File: config.mk
export PLATFORM = sky130hd
export DESIGN_NAME = mem_access_unit
export DESIGN_NICKNAME = d
export VERILOG_FILES = /design/src/rtl/mem_access_unit.sv
export SDC_FILE = /design/constraint.sdc
export NUM_CORES = 1
export LEC_CHECK = 0
export ABC_AREA = 1
export CAP_MARGIN = 25
export CELL_PAD_IN_SITES_DETAIL_PLACEMENT = 0
export CELL_PAD_IN_SITES_GLOBAL_PLACEMENT = 1
export CORE_ASPECT_RATIO = 0.9
export CORE_UTILIZATION = 29
export CTS_CLUSTER_SIZE = 8
export DETAILED_ROUTE_END_ITERATION = 12
export PLACE_DENSITY = 0.91
export SLEW_MARGIN = 10
export SYNTH_ARGS = -nofsm -noshare
export SYNTH_HDL_FRONTEND = slang
export SYNTH_SLANG_ARGS = --single-unit
File: constraint.sdc
create_clock -name clk -period 1.9 [get_ports clk]
set_input_delay 0.19 -clock clk [delete_from_list [all_inputs] [get_ports clk]]
set_output_delay 0.19 -clock clk [all_outputs]
set_load 0.005 [all_outputs]
File: src/rtl/mem_access_unit.sv
// Memory access stage behind the multicycle control unit: converts level strobes into a
// req/ack memory transaction, owns the IR and MDR, and stalls the control unit via mem_busy.
module mem_access_unit #(
  parameter int ADDR_W         = 32,
  parameter int DATA_W         = 32,
  parameter int TIMEOUT_CYCLES = 16
) (
  input  logic              clk,
  input  logic              reset,
  input  logic              MemRead,
  input  logic              MemWrite,
  input  logic              IRWrite,
  input  logic              IorD,
  input  logic [ADDR_W-1:0] pc,
  input  logic [ADDR_W-1:0] alu_out,
  input  logic [DATA_W-1:0] write_data,
  output logic              mem_req,
  output logic              mem_we,
  output logic [ADDR_W-1:0] mem_addr,
  output logic [DATA_W-1:0] mem_wdata,
  input  logic [DATA_W-1:0] mem_rdata,
  input  logic              mem_ack,
  output logic [DATA_W-1:0] instr,
  output logic [5:0]        opCode,
  output logic [DATA_W-1:0] mdr,
  output logic              mem_busy,
  output logic              bus_error,
  output logic              misaligned
);

  typedef enum logic [1:0] {IDLE, REQ, DONE} state_t;

  localparam int CNT_W = $clog2(TIMEOUT_CYCLES + 1);

  state_t            state, state_next;
  logic [CNT_W-1:0]  timeout_cnt;
  logic              dest_ir;
  logic              start;
  logic [ADDR_W-1:0] start_addr;
  logic              start_misaligned;
  logic              timeout_hit;

  assign start            = MemRead | MemWrite;
  assign start_addr       = IorD ? alu_out : pc;
  assign start_misaligned = (start_addr[1:0] != 2'b00);
  // The counter holds the number of REQ cycles already spent waiting, so the
  // last permitted cycle is TIMEOUT_CYCLES-1.
  assign timeout_hit      = !mem_ack && (timeout_cnt == CNT_W'(TIMEOUT_CYCLES - 1));
  assign opCode           = instr[31:26];

  // NOTE: every clocked block uses non-blocking (<=) assignments so all
  // registers update from the same pre-edge values.
  always_ff @(posedge clk) begin
    if (reset) state <= IDLE;
    else       state <= state_next;
  end

  // NOTE: the default assignment first keeps this combinational block free
  // of inferred latches on any path the case does not cover.
  always_comb begin
    state_next = state;
    unique case (state)
      IDLE: if (start) state_next = start_misaligned ? DONE : REQ;
      REQ:  if (mem_ack || timeout_hit) state_next = DONE;
      DONE: state_next = IDLE;
      default: state_next = IDLE;
    endcase
  end

  always_comb begin
    mem_req  = (state == REQ);
    mem_busy = (state == REQ) || ((state == IDLE) && start);
  end

  always_ff @(posedge clk) begin
    if (reset) begin
      mem_addr    <= '0;
      mem_wdata   <= '0;
      mem_we      <= 1'b0;
      dest_ir     <= 1'b0;
      instr       <= '0;
      mdr         <= '0;
      timeout_cnt <= '0;
      bus_error   <= 1'b0;
      misaligned  <= 1'b0;
    end else begin
      unique case (state)
        IDLE: begin
          if (start) begin
            mem_addr  <= start_addr;
            mem_we    <= MemWrite;
            mem_wdata <= write_data;
            dest_ir   <= IRWrite;
            if (start_misaligned) misaligned <= 1'b1;
          end
        end
        REQ: begin
          if (mem_ack) begin
            timeout_cnt <= '0;
            if (!mem_we) begin
              if (dest_ir) instr <= mem_rdata;
              else         mdr   <= mem_rdata;
            end
          end else if (timeout_hit) begin
            timeout_cnt <= '0;
            bus_error   <= 1'b1;
          end else begin
            timeout_cnt <= timeout_cnt + CNT_W'(1);
          end
        end
        default: timeout_cnt <= '0;
      endcase
    end
  end

endmodule

Word-level counts from Yosys, hierarchy flattened:

Index checks and enable logic that the tools add are counted.

* bitwise logic cells: 4
* add/sub/neg operators: 1
* muxes and demuxes: 8
* reduce and logical (&&, ||, !) cells: 13
* equality and inequality tests: 4

Operators by type and width (number)
* 32-bit 2-to-1 mux: 1
* 5-bit 2-to-1 mux: 2
* 5-bit case mux with 2 select lines: 1
* 4-bit AND reduction: 2
* 2-bit 2-to-1 mux: 3
* 3-bit AND reduction: 2
* 5-bit by 1-bit adder with 5-bit output, second input constant: 1
* 5-bit by 4-bit == test with 1-bit output, second input constant: 1
* 2-bit case mux with 2 select lines: 1
* 2-bit AND reduction: 2
* 1-bit NOT: 3
* 2-bit by 1-bit == test with 1-bit output, second input constant: 1
* 1-bit logical AND: 2
* 2-bit zero test: 1
* 1-bit logical OR: 2
* 2-bit by 1-bit inequality test with 1-bit output, second input constant: 1
* 2-bit inequality test, second input constant: 1
* 2-bit nonzero test: 1
* 1-bit zero test: 1
* 1-bit OR: 1

* input bits: 135
* register bits after elaboration: 139
* logic and storage cells: 40
* output and inout bits: 139

Longest topological paths before layout:

Gate-level depths: netlist of the first run.

* depth in word-level cells: 5
* gate-level depth with buffers: 8
* mapped depth without buffers: 7

Least setup slack after synthesis of the first run:

No wires, ideal clock.

* path kind: reg-to-output
* start: register state[1]
* end: output mem_busy
* arrival: 1.091 ns
* required time: 1.710 ns
* buffers on the path: 2
* slack: 0.619 ns
* stages on the path, launching flop included: 8
* path through: dfxtp_1 nor2_4 inv_2 nor2_4 inv_2 buf_6 buf_6 nand2_1

* cells in the longest elaborated chain, start to end: 3
* elaborated cells on any way between the ends: 4
* classes of those cells: eq/ne: 1; reduce/logical: 3

RTL lines
* from (decl): line 35 `state_t state, state_next;`
* from (signal assigned): line 55 `else state <= state_next;`
* 2-bit zero test: line 72 `mem_busy = (state == REQ) || ((state == IDLE) && start);`
* 1-bit logical AND: line 72
* 1-bit logical OR (*): line 72
* to (decl): line 26 `output logic mem_busy,`

Mark *: on every way between the ends. The rest lies on a longest branch, timed or not.

Worst setup path after layout of the first run:

* start: register state[0]
* end: output mem_req

* cells in the longest elaborated chain, start to end: 1

RTL lines
* 2-bit by 1-bit == test with 1-bit output: line 71 `mem_req = (state == REQ);`
* to (decl): line 17 `output logic mem_req,`

No other way between the ends.

==> impl_metrics.csv, run 1 <==
group,metric,value,unit
outcome,status,"finished clean",
sta,setup_viol,0,
detailed_routing,wl_per_cell,13.34,um
cts,clockRootBuffer,"clkbuf_16",
floorplanning,die_w,145.9,um
critical_path,end_kind,"output port",
sta,period_share,0.9294,
sta,tightest_slew,0.4019,ns
place,placed_area,8303,um^2
final_layout,syn_to_final_growth,64.76,%
pwr,ir_drop,0.0006222,V
critical_path,slowest_stage,"clkdlybuf4s50_1",
yosys,synth_area_leaders,"dfxtp_1, nor2_1, o21ai_0",
global_routing,grt_pass1_vias,5247,
cts,clk_latency,0.42,ns
place,pre_cts_ws,0.09119,ns
global_routing,grt_antenna_before_repair,0,
sta,finalMaxSlewViolations,0,
cts,post_cts_resized,2,
detailed_routing,drt-total-wl,16530,um
cts,path_clk_slew,0.06,ns
cts,postCtsSetupBuffers,0,
critical_path,startpoint_type,"flop",
yosys,ys.flop_type,"dfxtp_1",
min_path,hold_path.class,"primary input to flop",
sta,hold_viol,0,
final_layout,final_core_util,0.4974,
place,gp_congestion,0.8323,
critical_path,cpPeakStageDelay,0.56,ns
critical_path,crit_chain,"inv_1 > nor2_4 > clkdlybuf4s50_1",
yosys,ys_ff_latch,139,
yosys,ys_top_cells_by_count,"nor2_1, dfxtp_1, o21ai_0, nand2_1, a21oi_1",
critical_path,crit_family,"buffers and inverters",
sta,min_period,1.766,ns
sta,final.setup.worst_slack,0.1341,ns
floorplanning,boundaryPins,274,
sta,max_freq,0.5663,GHz
cts,cts-hold-fix-buffers,0,
floorplanning,die_h,131.5,um
critical_path,critPathBufInv,2,
critical_path,cp_max_fo,4,
cts,clock_sinks,139,
global_routing,grt-ovfl-total,0,
sta,skew,0.009097,ns
yosys,yosysTopAreaCell,"dfxtp_1",
place,hpwl,11500,um
final_layout,finalInstanceArea,8904,um^2
floorplanning,core-area,17900,um^2
yosys,async_flop_share,0,
global_routing,grt_max_degree,71,
detailed_routing,drc,0,
detailed_routing,viasPerCell,4.367,
sta,slew_headroom,0.7321,
sta,rsz0062_at_grt,"no",
sta,setup_tns,0,ns
yosys,postSynthCellCount,733,
place,numPortBuffers,273,
critical_path,worstPathArrival,1.58,ns
cts,cts_max_level,4,
final_layout,drive_above_1_share,0.05606,
detailed_routing,drtPass1Iterations,4,
yosys,synth-edff-count,0,
flow_run,drv_cap,0,
final_layout,antennaDiodeCount,0,
floorplanning,row_count,46,
cts,cts_tree,"built",
yosys,synth_fp_nets,869,
yosys,yosysWarnings,0,
yosys,synth_top_area_frac,0.5149,
final_layout,num-fill-cells,1726,
cts,clk_path_buf_depth,2,
detailed_routing,vias,5411,
detailed_routing,drt_iter0_drc,180,
pwr,p_per_area,914.0,nW/um^2
floorplanning,initial_utilization,0.3019,
final_layout,nNetsFinal,1122,
yosys,yosysUniqueCellTypes,19,
critical_path,required,1.71,ns
yosys,synth-seq-area-share,0.5149,
yosys,syn-cell-area,5404,um^2
cts,cts_buffers,17,
floorplanning,die_area,19180,um^2
critical_path,path_class,"flop to output port",
global_routing,grtUsageTotal,0.1729,
pwr,leakagePower,3.533,nW
yosys,synth_most_common_cell,"nor2_1",
global_routing,grt_pass1_wl,26610,um
detailed_routing,ant_nets,0,
yosys,syn_avg_cell_area,7.372,um^2
==> area by class of cell <==
class,count,area (um^2),share of cell area
well taps,240,300.3,0.03373
multi-input cells,498,2142,0.2406
clock buffers,18,439.2,0.04933
clock inverters,14,161.4,0.01813
repair buffers,288,2919,0.3279
inverters,42,157.7,0.01771
flip-flops and latches,139,2784,0.3127
==> registers in the layout, indices dropped and copies added (netlist names) <==
signal and cells:
mdr 32, mem_addr 32, instr 32, dest_ir 1, bus_error 1, mem_wdata 32, state 2, timeout_cnt 5
misaligned 1, mem_we 1
==> tightest hold or removal path, delay by kind of cell <==
kind                   cells  cell delay (ns)
AND/OR/NAND/NOR            2             0.15
buffers and inverters      1             0.39
==> worst paths after layout <==
| path | start | endpoint | slack, ns | cells past startpoint |
|---|---|---|---|---|
| setup / recovery | state[0] | mem_req | 0.13 | 3 |
| hold / removal | write_data[26] | mem_wdata[26] | 0.36 | 3 |
| setup reg to reg | state[0] | instr[8] | 0.46 | 8 |
| hold reg to reg | mdr[20] | mdr[20] | 0.44 | 2 |
==> layer usage <==
metal  global-route usage  share of wire  vias up
met5                    0              0        -
met4              0.04795          0.012        0
met3              0.05938          0.070       16
met2               0.2850           0.47      173
met1               0.2125           0.45     2410
li1                     -              -     2812
==> power by group <==
group | switching (mW) | leakage (nW) | internal, mW
Sequential | 0.126 | 1.14 | 3.16
Combinational | 0.655 | 2.10 | 0.851
Clock | 1.35 | 0.289 | 2.00
Total | 2.13 | 3.53 | 6.01
==> metrics by stage <==
| stage | cells | hold WS [ns] | power, mW |
|---|---|---|---|
| 2_1_floorplan | 733 | 0.3249 | 3.973 |
| 3_3_place_gp | 1207 | 0.4296 | 4.853 |
| 3_5_place_dp | 1207 | 0.4332 | 4.864 |
| 4_1_cts | 1239 | 0.3310 | 8.268 |
| 5_1_grt | 1239 | 0.3458 | 8.569 |
| 6_report | 1239 | 0.3576 | 8.138 |
==> cells by family after synthesis <==
logic type	Yosys count	share of synthesized area
XOR/XNOR	2	0.003242
adder cells (fa/ha/maj)	1	0.002315
flip-flops	139	0.5149
AND/OR/NAND/NOR	325	0.2334
buffers and inverters	96	0.08868
AO/OA/AOI/OAI	170	0.1574
==> cell usage in the layout (no fill, tap or decap), types with 3 or more instances in the layout <==
| cell | count |
|---|---|
| dfxtp_1 | 138 |
| nand2_1 | 114 |
| nor2_4 | 3 |
| nor2_1 | 200 |
| inv_1 | 38 |
| clkdlybuf4s50_1 | 272 |
| buf_12 | 6 |
| o21ai_0 | 119 |
| clkinv_4 | 5 |
| inv_2 | 4 |
| o21ai_1 | 10 |
| buf_4 | 9 |
| clkbuf_16 | 17 |
| a21oi_1 | 41 |
| nand3_1 | 4 |
| inv_6 | 3 |
(Power assumes the default switching activity.)
==> run 2: changes to the inputs <==
MAX_ROUTING_LAYER = met4   (was unset)
==> impl_metrics.csv, run 2 (synthesis results as in run 1) <==
group,metric,value,unit
detailed_routing,drtPass1Iterations,4,
detailed_routing,drc,0,
sta,skew,0.009436,ns
sta,max_freq,0.5663,GHz
global_routing,grt_antenna_before_repair,0,
pwr,p_total,8.139,mW
floorplanning,boundaryPins,274,
pwr,ir_drop,0.0006232,V
final_layout,regArea,2784,um^2
final_layout,drive_above_1_share,0.05606,
pwr,leakagePower,3.533,nW
final_layout,final_core_util,0.4974,
outcome,status,"finished clean",
detailed_routing,viasPerCell,4.383,
sta,rsz0062_at_grt,"no",
global_routing,grtUsageTotal,0.1782,
global_routing,grt_pass1_vias,5249,
critical_path,crit_chain,"inv_1 > nor2_4 > clkdlybuf4s50_1",
detailed_routing,drt_iter0_drc,182,
final_layout,fin_cells,1239,
cts,clock_sinks,139,
floorplanning,die_h,131.5,um
pwr,p_sw_frac,0.2621,
critical_path,slowest_stage,"clkdlybuf4s50_1",
place,pre_cts_ws,0.09119,ns
sta,setup_viol,0,
sta,finalMaxSlewViolations,0,
sta,setup_tns,0,ns
cts,cts-hold-fix-buffers,0,
global_routing,grt_max_degree,71,
global_routing,grt-ovfl-total,0,
place,hpwl,11500,um
final_layout,multi_input_area,2142,um^2
pwr,power_frac_comb,0.185,
place,gp_congestion,0.8450,
cts,cts_max_level,4,
global_routing,grt_pass1_wl,26590,um
pwr,p_sw,2.133,mW
pwr,clockPowerShare,0.411,
final_layout,final_cell_mix,"clkdlybuf4s50_1, nor2_1, dfxtp_1, o21ai_0, nand2_1",
final_layout,nNetsFinal,1122,
floorplanning,core-area,17900,um^2
final_layout,syn_to_final_growth,64.76,%
sta,tightest_slew,0.4046,ns
sta,hold_viol,0,
pwr,power_frac_seq,0.404,
final_layout,layout_commonest_cell,"clkdlybuf4s50_1",
final_layout,num-fill-cells,1726,
floorplanning,die_w,145.9,um
min_path,hold_path.class,"primary input to flop",
pwr,p_per_area,914.1,nW/um^2
cts,clockRootBuffer,"clkbuf_16",
detailed_routing,wl_per_cell,13.33,um
detailed_routing,vias,5431,
place,dp.cells,1207,
critical_path,cpPeakStageDelay,0.56,ns
critical_path,end_kind,"output port",
critical_path,worstPathArrival,1.58,ns
cts,cts_tree,"built",
sta,final.setup.worst_slack,0.1340,ns
detailed_routing,drt-total-wl,16520,um
sta,min_period,1.766,ns
flow_run,drv_cap,0,
critical_path,path_class,"flop to output port",
critical_path,cp_max_fo,4,
floorplanning,die_area,19180,um^2
detailed_routing,ant_nets,0,
cts,path_clk_slew,0.06,ns
cts,cts_buffers,17,
final_layout,antennaDiodeCount,0,
sta,period_share,0.9295,
place,numPortBuffers,273,
cts,clk_latency,0.42,ns
floorplanning,row_count,46,
pwr,internal_power,6.006,mW
sta,slew_headroom,0.7303,
critical_path,startpoint_type,"flop",
floorplanning,initial_utilization,0.3019,
critical_path,required,1.71,ns
cts,clk_path_buf_depth,2,
## run 2: worst paths after layout
kind,endpoint,slack [ns],cells after the start,from
worst max-delay path,mem_req,0.13,3,state[0]
worst max register to register,instr[8],0.46,8,state[0]
worst min register to register,mdr[20],0.44,2,mdr[20]
worst min-delay path,mem_wdata[26],0.36,3,write_data[26]
## run 2: metal layers
layer,share of wire,vias to the layer above,GRT usage
met2,0.46,182,0.2842
met4,0.013,0,0.04795
met1,0.46,2422,0.2200
li1,-,2811,-
met5,0,-,-
met3,0.059,16,0.04965
## run 2: per-stage QoR
stage	cell area, um^2	hold WS, ns
after floorplan	5404	0.3249
after global placement	8303	0.4296
after detailed placement	8303	0.4332
after CTS	8904	0.3310
after global routing	8904	0.3458
final	8904	0.3571
## run 2: area by class of cell
cell class / count / area share
multi-input combinational: 498 / 0.2406
tap: 240 / 0.03373
timing repair buffer: 288 / 0.3279
inverter: 42 / 0.01771
sequential: 139 / 0.3127
clock buffer: 18 / 0.04933
clock inverter: 14 / 0.01813
## run 2: timing repair
item	in CTS	in global routing
setup buffers	0	0
setup endpoints to repair	1	0
hold endpoints to repair	0	0
resized for setup	2	0
## run 2: power groups by stage
stage	Sequential, mW	Clock (mW)	Combinational (mW)
final	3.28	3.35	1.51
after floorplan	3.36	0	0.618
after global placement	3.33	0	1.52
after global routing	3.32	3.59	1.66
after CTS	3.29	3.46	1.53
after detailed placement	3.34	0	1.52
## run 2: worst max-delay path, delay by kind of cell (launching register included)
family        cells  cell delay [ns]
buf+inv           2             0.65
flops             1             0.39
simple gates      1             0.13
